$ cat src/rtl/ccff_chain_loader_pkg.sv
// Shared definitions for the configuration-chain loader: FSM states and the
// default width of the chain-length / bit-counter fields.
package ccff_chain_loader_pkg;

  localparam int LEN_W_DEFAULT = 16;

  typedef enum logic [2:0] {
    ST_IDLE   = 3'd0,
    ST_FETCH  = 3'd1,
    ST_SHIFT  = 3'd2,
    ST_FLUSH  = 3'd3,
    ST_FINISH = 3'd4
  } state_t;

endpackage

$ cat src/rtl/ccff_readback_packer.sv
// Collects old chain bits (first bit lands in the MSB) into bytes and offers
// them on a valid/ready port. A flush emits a partial byte left-aligned with
// zero padding. New bits are refused while a completed byte is still waiting.
module ccff_readback_packer (
  input  logic       clk,
  input  logic       rst,
  input  logic       i_bit_valid,
  input  logic       i_bit,
  input  logic       i_flush,
  output logic       o_can_accept,
  output logic       o_empty,
  output logic [7:0] o_rd_data,
  output logic       o_rd_valid,
  input  logic       i_rd_ready
);

  logic [6:0] r_acc;
  logic [2:0] r_cnt;
  logic [7:0] r_rd_data;
  logic       r_rd_valid;
  logic [7:0] w_pad_byte;

  // Partial byte: r_cnt bits sit in r_acc[r_cnt-1:0]; move them up to bit 7.
  assign w_pad_byte   = {r_acc, 1'b0} << (3'd7 - r_cnt);

  // Only registered state feeds the accept flag, so the loader's shift enable
  // has no combinational path from rd_ready.
  assign o_can_accept = ~r_rd_valid;
  assign o_empty      = ~r_rd_valid & (r_cnt == 3'd0);
  assign o_rd_data    = r_rd_data;
  assign o_rd_valid   = r_rd_valid;

  // Accumulate bits, publish full or flushed bytes, retire accepted bytes.
  always_ff @(posedge clk or posedge rst) begin
    if (rst) begin
      r_acc      <= '0;
      r_cnt      <= '0;
      r_rd_data  <= '0;
      r_rd_valid <= 1'b0;
    end else if (r_rd_valid) begin
      if (i_rd_ready) begin
        r_rd_valid <= 1'b0;
      end
    end else if (i_bit_valid) begin
      if (r_cnt == 3'd7) begin
        r_rd_data  <= {r_acc, i_bit};
        r_rd_valid <= 1'b1;
        r_acc      <= '0;
        r_cnt      <= '0;
      end else begin
        r_acc <= {r_acc[5:0], i_bit};
        r_cnt <= r_cnt + 3'd1;
      end
    end else if (i_flush && (r_cnt != 3'd0)) begin
      r_rd_data  <= w_pad_byte;
      r_rd_valid <= 1'b1;
      r_acc      <= '0;
      r_cnt      <= '0;
    end
  end

endmodule

$ cat src/rtl/ccff_chain_loader.sv
// Serial loader for a ccff configuration chain. Bytes arrive MSB-first on the
// write port and are shifted into the chain head; the old chain contents come
// back on the tail and are repacked into bytes on the readback port.
//
// Handshakes (write and readback): a transfer happens at a prog_clk edge where
// valid and ready are both high; the source keeps data stable while valid is
// high and ready is low, and neither side waits for the other to drop.
module ccff_chain_loader
  import ccff_chain_loader_pkg::*;
#(
  parameter int LEN_W = LEN_W_DEFAULT
) (
  input  logic             prog_clk,
  input  logic             prog_reset,
  input  logic             start,
  input  logic [LEN_W-1:0] chain_len,
  input  logic [7:0]       wr_data,
  input  logic             wr_valid,
  output logic             wr_ready,
  output logic             ccff_head,
  output logic             shift_en,
  input  logic             ccff_tail,
  output logic [7:0]       rd_data,
  output logic             rd_valid,
  input  logic             rd_ready,
  output logic             busy,
  output logic             done,
  output state_t           o_dbg_state
);

  state_t           r_state;
  logic [LEN_W-1:0] r_remain;
  logic [7:0]       r_sreg;
  logic [2:0]       r_idx;

  logic             w_shift_en;
  logic             w_pack_can_accept;
  logic             w_pack_empty;
  logic             w_flush;

  // A bit moves only when the packer has room for the tail bit it returns,
  // so the chain never advances without its old bit being captured.
  assign w_shift_en  = (r_state == ST_SHIFT) & w_pack_can_accept;
  assign w_flush     = (r_state == ST_FLUSH);

  assign shift_en    = w_shift_en;
  assign ccff_head   = (r_state == ST_SHIFT) & r_sreg[7];
  assign wr_ready    = (r_state == ST_FETCH);
  assign busy        = (r_state != ST_IDLE);
  assign done        = (r_state == ST_FINISH);
  assign o_dbg_state = r_state;

  // Session sequencing: fetch a byte, shift it out, repeat until the chain
  // length is used up, then drain the packer and pulse done.
  always_ff @(posedge prog_clk or posedge prog_reset) begin
    if (prog_reset) begin
      r_state  <= ST_IDLE;
      r_remain <= '0;
      r_sreg   <= '0;
      r_idx    <= '0;
    end else begin
      case (r_state)
        ST_IDLE: begin
          if (start) begin
            if (chain_len != '0) begin
              r_remain <= chain_len;
              r_state  <= ST_FETCH;
            end else begin
              r_state  <= ST_FINISH;
            end
          end
        end
        ST_FETCH: begin
          if (wr_valid) begin
            r_sreg  <= wr_data;
            r_idx   <= 3'd7;
            r_state <= ST_SHIFT;
          end
        end
        ST_SHIFT: begin
          if (w_shift_en) begin
            r_sreg   <= {r_sreg[6:0], 1'b0};
            r_remain <= r_remain - LEN_W'(1);
            r_idx    <= r_idx - 3'd1;
            // Last chain bit wins over the byte boundary: leftover bits of
            // the current byte are simply dropped.
            if (r_remain == LEN_W'(1)) begin
              r_state <= ST_FLUSH;
            end else if (r_idx == 3'd0) begin
              r_state <= ST_FETCH;
            end
          end
        end
        ST_FLUSH: begin
          if (w_pack_empty) begin
            r_state <= ST_FINISH;
          end
        end
        ST_FINISH: begin
          r_state <= ST_IDLE;
        end
        default: begin
          r_state <= ST_IDLE;
        end
      endcase
    end
  end

  ccff_readback_packer u_packer (
    .clk          (prog_clk),
    .rst          (prog_reset),
    .i_bit_valid  (w_shift_en),
    .i_bit        (ccff_tail),
    .i_flush      (w_flush),
    .o_can_accept (w_pack_can_accept),
    .o_empty      (w_pack_empty),
    .o_rd_data    (rd_data),
    .o_rd_valid   (rd_valid),
    .i_rd_ready   (rd_ready)
  );

endmodule

$ cat config.mk
export PLATFORM = sky130hd
export DESIGN_NAME = ccff_chain_loader
export DESIGN_NICKNAME = d
export VERILOG_FILES = /design/src/rtl/ccff_chain_loader_pkg.sv /design/src/rtl/ccff_readback_packer.sv /design/src/rtl/ccff_chain_loader.sv
export SDC_FILE = /design/constraint.sdc
export NUM_CORES = 1
export LEC_CHECK = 0
export CAP_MARGIN = 0
export CORE_MARGIN = 5
export CORE_UTILIZATION = 45
export CTS_CLUSTER_SIZE = 30
export DETAILED_ROUTE_END_ITERATION = 12
export GPL_TIMING_DRIVEN = 0
export PLACE_DENSITY = 0.76
export SLEW_MARGIN = 10
export SYNTH_ARGS = -nofsm -noshare
export SYNTH_HDL_FRONTEND = slang
export SYNTH_HIERARCHICAL = 1
export SYNTH_SLANG_ARGS = --single-unit
$ cat constraint.sdc
create_clock -name prog_clk -period 7.65 [get_ports prog_clk]
set_clock_uncertainty 0.2 [all_clocks]
set_input_delay 1.9125 -clock prog_clk [delete_from_list [all_inputs] [get_ports prog_clk]]
set_output_delay 1.9125 -clock prog_clk [all_outputs]
set_load 0.01 [all_outputs]
==> flow_metrics.env <==
export IMPL_nFillCells=618
export IMPL_yosysUniqueCellTypes=64
export IMPL_clock_power_share_pct=10.3
export IMPL_drc=0
export IMPL_setup_tns_final_ns=0
export IMPL_min_from="r_idx[0]"
export IMPL_io_pins=47
export IMPL_yosysWarnings=6
export IMPL_routed_wl_met3_um=558
export IMPL_wl_met2_um=3970
export IMPL_arrival_ns=2.53
export IMPL_synth_most_common_cell="dfrtp_1"
export IMPL_endpoint_kind="primary output"
export IMPL_grt_pass1_vias=2938
export IMPL_utilization_pct=55.3
export IMPL_critPathMaxStageDelay_ns=0.53
export IMPL_rsz0062_at_grt="false"
export IMPL_gp_congestion=0.927
export IMPL_grt_max_degree=31
export IMPL_ys_ff_latch=49
export IMPL_port_buffers=46
export IMPL_power_total_mw=1.40
export IMPL_via_per_inst=6.23
export IMPL_synth_common_cells="dfrtp_1, nand2_1, nor2_1"
export IMPL_rows=30
export IMPL_drv_slew=0
export IMPL_synthFlopType="dfrtp_1"
export IMPL_drtIter0Drc=211
export IMPL_netlist_area_mm2=0.00308
export IMPL_nets=437
export IMPL_avgRoutedWirePerCell_um=17.2
export IMPL_worstSetupPathType="flip-flop to primary output"
export IMPL_status="finished clean"
export IMPL_antenna_found_initial=0
export IMPL_layout_min_cycle_time_ns=4.64
export IMPL_wl_met1_um=3550
export IMPL_routed_top_layer="met4"
export IMPL_maxCapViolCount=0
export IMPL_diodes=0
export IMPL_p_seq_share_pct=33.6
export IMPL_die_y_um=92.8
export IMPL_setup_viol=0
export IMPL_root_buffer="clkbuf_8"
export IMPL_syn_nets=384
export IMPL_post_cts_buffers=0
export IMPL_fp_dieW_um=92.8
export IMPL_cts_made_buffers=5
export IMPL_ant_nets=0
export IMPL_syn_avg_cell_area_um2=8.91
export IMPL_hold_path_end="r_idx[0]"
export IMPL_holdCritPathClass="flip-flop to flip-flop"
export IMPL_cts_tree="done"
export IMPL_cts_hold_buf=0
export IMPL_r2r_start="u_packer/o_rd_valid"
export IMPL_clock_fmax_ghz=0.215
export IMPL_fin_ws_ns=3.01
export IMPL_hold_viol_final=0
export IMPL_clock_sinks=49
export IMPL_cts_buffer_depth=2
export IMPL_power_switching_mw=0.642
export IMPL_cp_num_buf_inv=3
export IMPL_synth_edf_count=0
export IMPL_cpMaxStageDelayCell="clkdlybuf4s50_1"
export IMPL_crit_cells=5
export IMPL_place_ws_ns=3.37
export IMPL_postSynth_asyncResetShare_pct=100
export IMPL_clkTransAtPathRegs_ns=0.08
export IMPL_die_area_mm2=0.00860
export IMPL_yosysTopAreaCellShare_pct=39.8
export IMPL_vias=2976
export IMPL_cpLargestDelayFamily="buffers and inverters"
export IMPL_post_route_period_util_pct=60.7
export IMPL_track_usage_pct=19.9
export IMPL_path_max_fanout=10
export IMPL_drive_above_1_share_pct=10.6
export IMPL_worst_slew_pin_slew_ns=0.845
export IMPL_required_ns=5.54
export IMPL_start_util_pct=45.9
export IMPL_power_frac_comb_pct=56.1
export IMPL_maxSlewHeadroom_pct=43.6
export IMPL_overflow=0
export IMPL_drt_pass1_iterations=6
export IMPL_r2r_end="u_packer/o_rd_data[3]"
export IMPL_yosysSeqAreaShare_pct=39.8
export IMPL_r2r_worst_path_cells=9
export IMPL_switching_share_pct=46.0
export IMPL_r2r_setup_slack_ns=4.68
export IMPL_grt_pass1_wl_um=14000
export IMPL_start_kind="flip-flop"
export IMPL_worstHoldPathCells=1
export IMPL_cts_resized_gates=0
export IMPL_placed_cells=472
export IMPL_area_growth_pct=20.6
export IMPL_syn_inst=346
export IMPL_ir_drop_uv=182
export IMPL_core_mm2=0.00672
export IMPL_drt_wl_total_um=8230
export IMPL_dp_hpwl_um=6040
export IMPL_path_cells="buf_2, nor3b_2, clkbuf_1, and2_1, clkdlybuf4s50_1"
export IMPL_htree_num_levels=2
export IMPL_clk_latency_ns=0.30
export IMPL_yosysTopAreaCell="dfrtp_1"
export IMPL_synth_area_leaders="dfrtp_1, nand2_1, mux2_2, nor2_1, ha_1"
export IMPL_stdcell_count=478
export IMPL_p_int_mw=0.754
export IMPL_power_leakage_nw=1.52
export IMPL_p_per_area_mw_per_mm2=376
kinds of logic (layout without fill, tap and decap cells):
kind of cell	Yosys count	in the layout	synth area share, %
muxes	16	16	6.21
DFF	49	49	39.8
AOI/OAI and AO/OA	93	93	21.5
and+or+nand+nor	141	141	24.0
adders and majority gates	8	8	3.25
buffers and inverters	39	91	5.28
cells in the final DEF, fill, tap and decap left out, types with 3 or more instances in the layout:
cell type / netlist / routed
dfrtp_1: 49 / 49
clkdlybuf4s50_1: 0 / 46
nand2_1: 45 / 45
nor2_1: 28 / 28
inv_1: 15 / 14
nand3b_1: 12 / 12
a21oi_1: 11 / 11
o21ai_0: 11 / 11
mux2_2: 11 / 11
buf_2: 10 / 10
clkbuf_1: 10 / 10
o21ai_1: 10 / 10
a31oi_1: 9 / 9
nor4_1: 9 / 9
o221ai_1: 9 / 9
ha_1: 8 / 8
nand3_1: 7 / 7
nand2b_1: 6 / 6
nor3b_1: 5 / 5
clkbuf_8: 0 / 5
inv_2: 3 / 4
o31a_1: 4 / 4
o211ai_1: 4 / 4
nor2b_1: 4 / 4
nand4_1: 3 / 3
nor3_1: 3 / 3
o22ai_1: 3 / 3
a211oi_1: 3 / 3
or4_1: 3 / 3
a221oi_1: 3 / 3
mux2i_1: 3 / 3
sequential cells by signal (all words and copies together) (netlist names):
| register | cells |
|---|---|
| r_sreg | 8 |
| r_remain | 16 |
| o_dbg_state | 3 |
| u_packer/r_cnt | 3 |
| u_packer/r_acc | 7 |
| u_packer/o_rd_data | 8 |
| u_packer/o_rd_valid | 1 |
| r_idx | 3 |
power groups by stage:
stage | Sequential (mW) | Clock (mW) | Combinational [mW]
2_1_floorplan | 0.454 | 0 | 0.542
3_3_place_gp | 0.465 | 0 | 0.756
3_5_place_dp | 0.471 | 0 | 0.779
4_1_cts | 0.467 | 0.149 | 0.781
5_1_grt | 0.487 | 0.160 | 0.869
6_report | 0.469 | 0.144 | 0.784
per-layer routing:
layer  vias up  global-route usage (%)
li1       1389                       -
met1      1450                    26.3
met2       125                    32.1
met3        12                    3.57
met4         0                    7.94
met5         -                       0
area by class of cell:
type | count | area (um^2) | share of cell area [%]
plain buffers | 21 | 95.1 | 2.56
clock buffers | 5 | 68.8 | 1.85
clock inverters | 1 | 5.00 | 0.135
inverters | 18 | 67.6 | 1.82
multi-input cells | 258 | 1690 | 45.6
flip-flops and latches | 49 | 1230 | 33.0
well taps | 80 | 100 | 2.69
repair buffers | 46 | 460 | 12.4
stage by stage:
stage          cell area (um^2)  hold WS [ns]
2_1_floorplan              3080         0.240
3_3_place_gp               3640         0.256
3_5_place_dp               3640         0.266
4_1_cts                    3720         0.277
5_1_grt                    3720         0.302
6_report                   3720         0.275
worst max-delay path by stage:
stage,from,end,slack [ns]
after floorplan,o_dbg_state[2],ccff_head,4.14
after CTS,o_dbg_state[2],ccff_head,3.03
after detailed placement,o_dbg_state[2],ccff_head,3.37
after global routing,o_dbg_state[2],ccff_head,2.88
final,o_dbg_state[2],ccff_head,3.01
after global placement,o_dbg_state[2],ccff_head,3.36
Power figures use the tool's default switching activity.
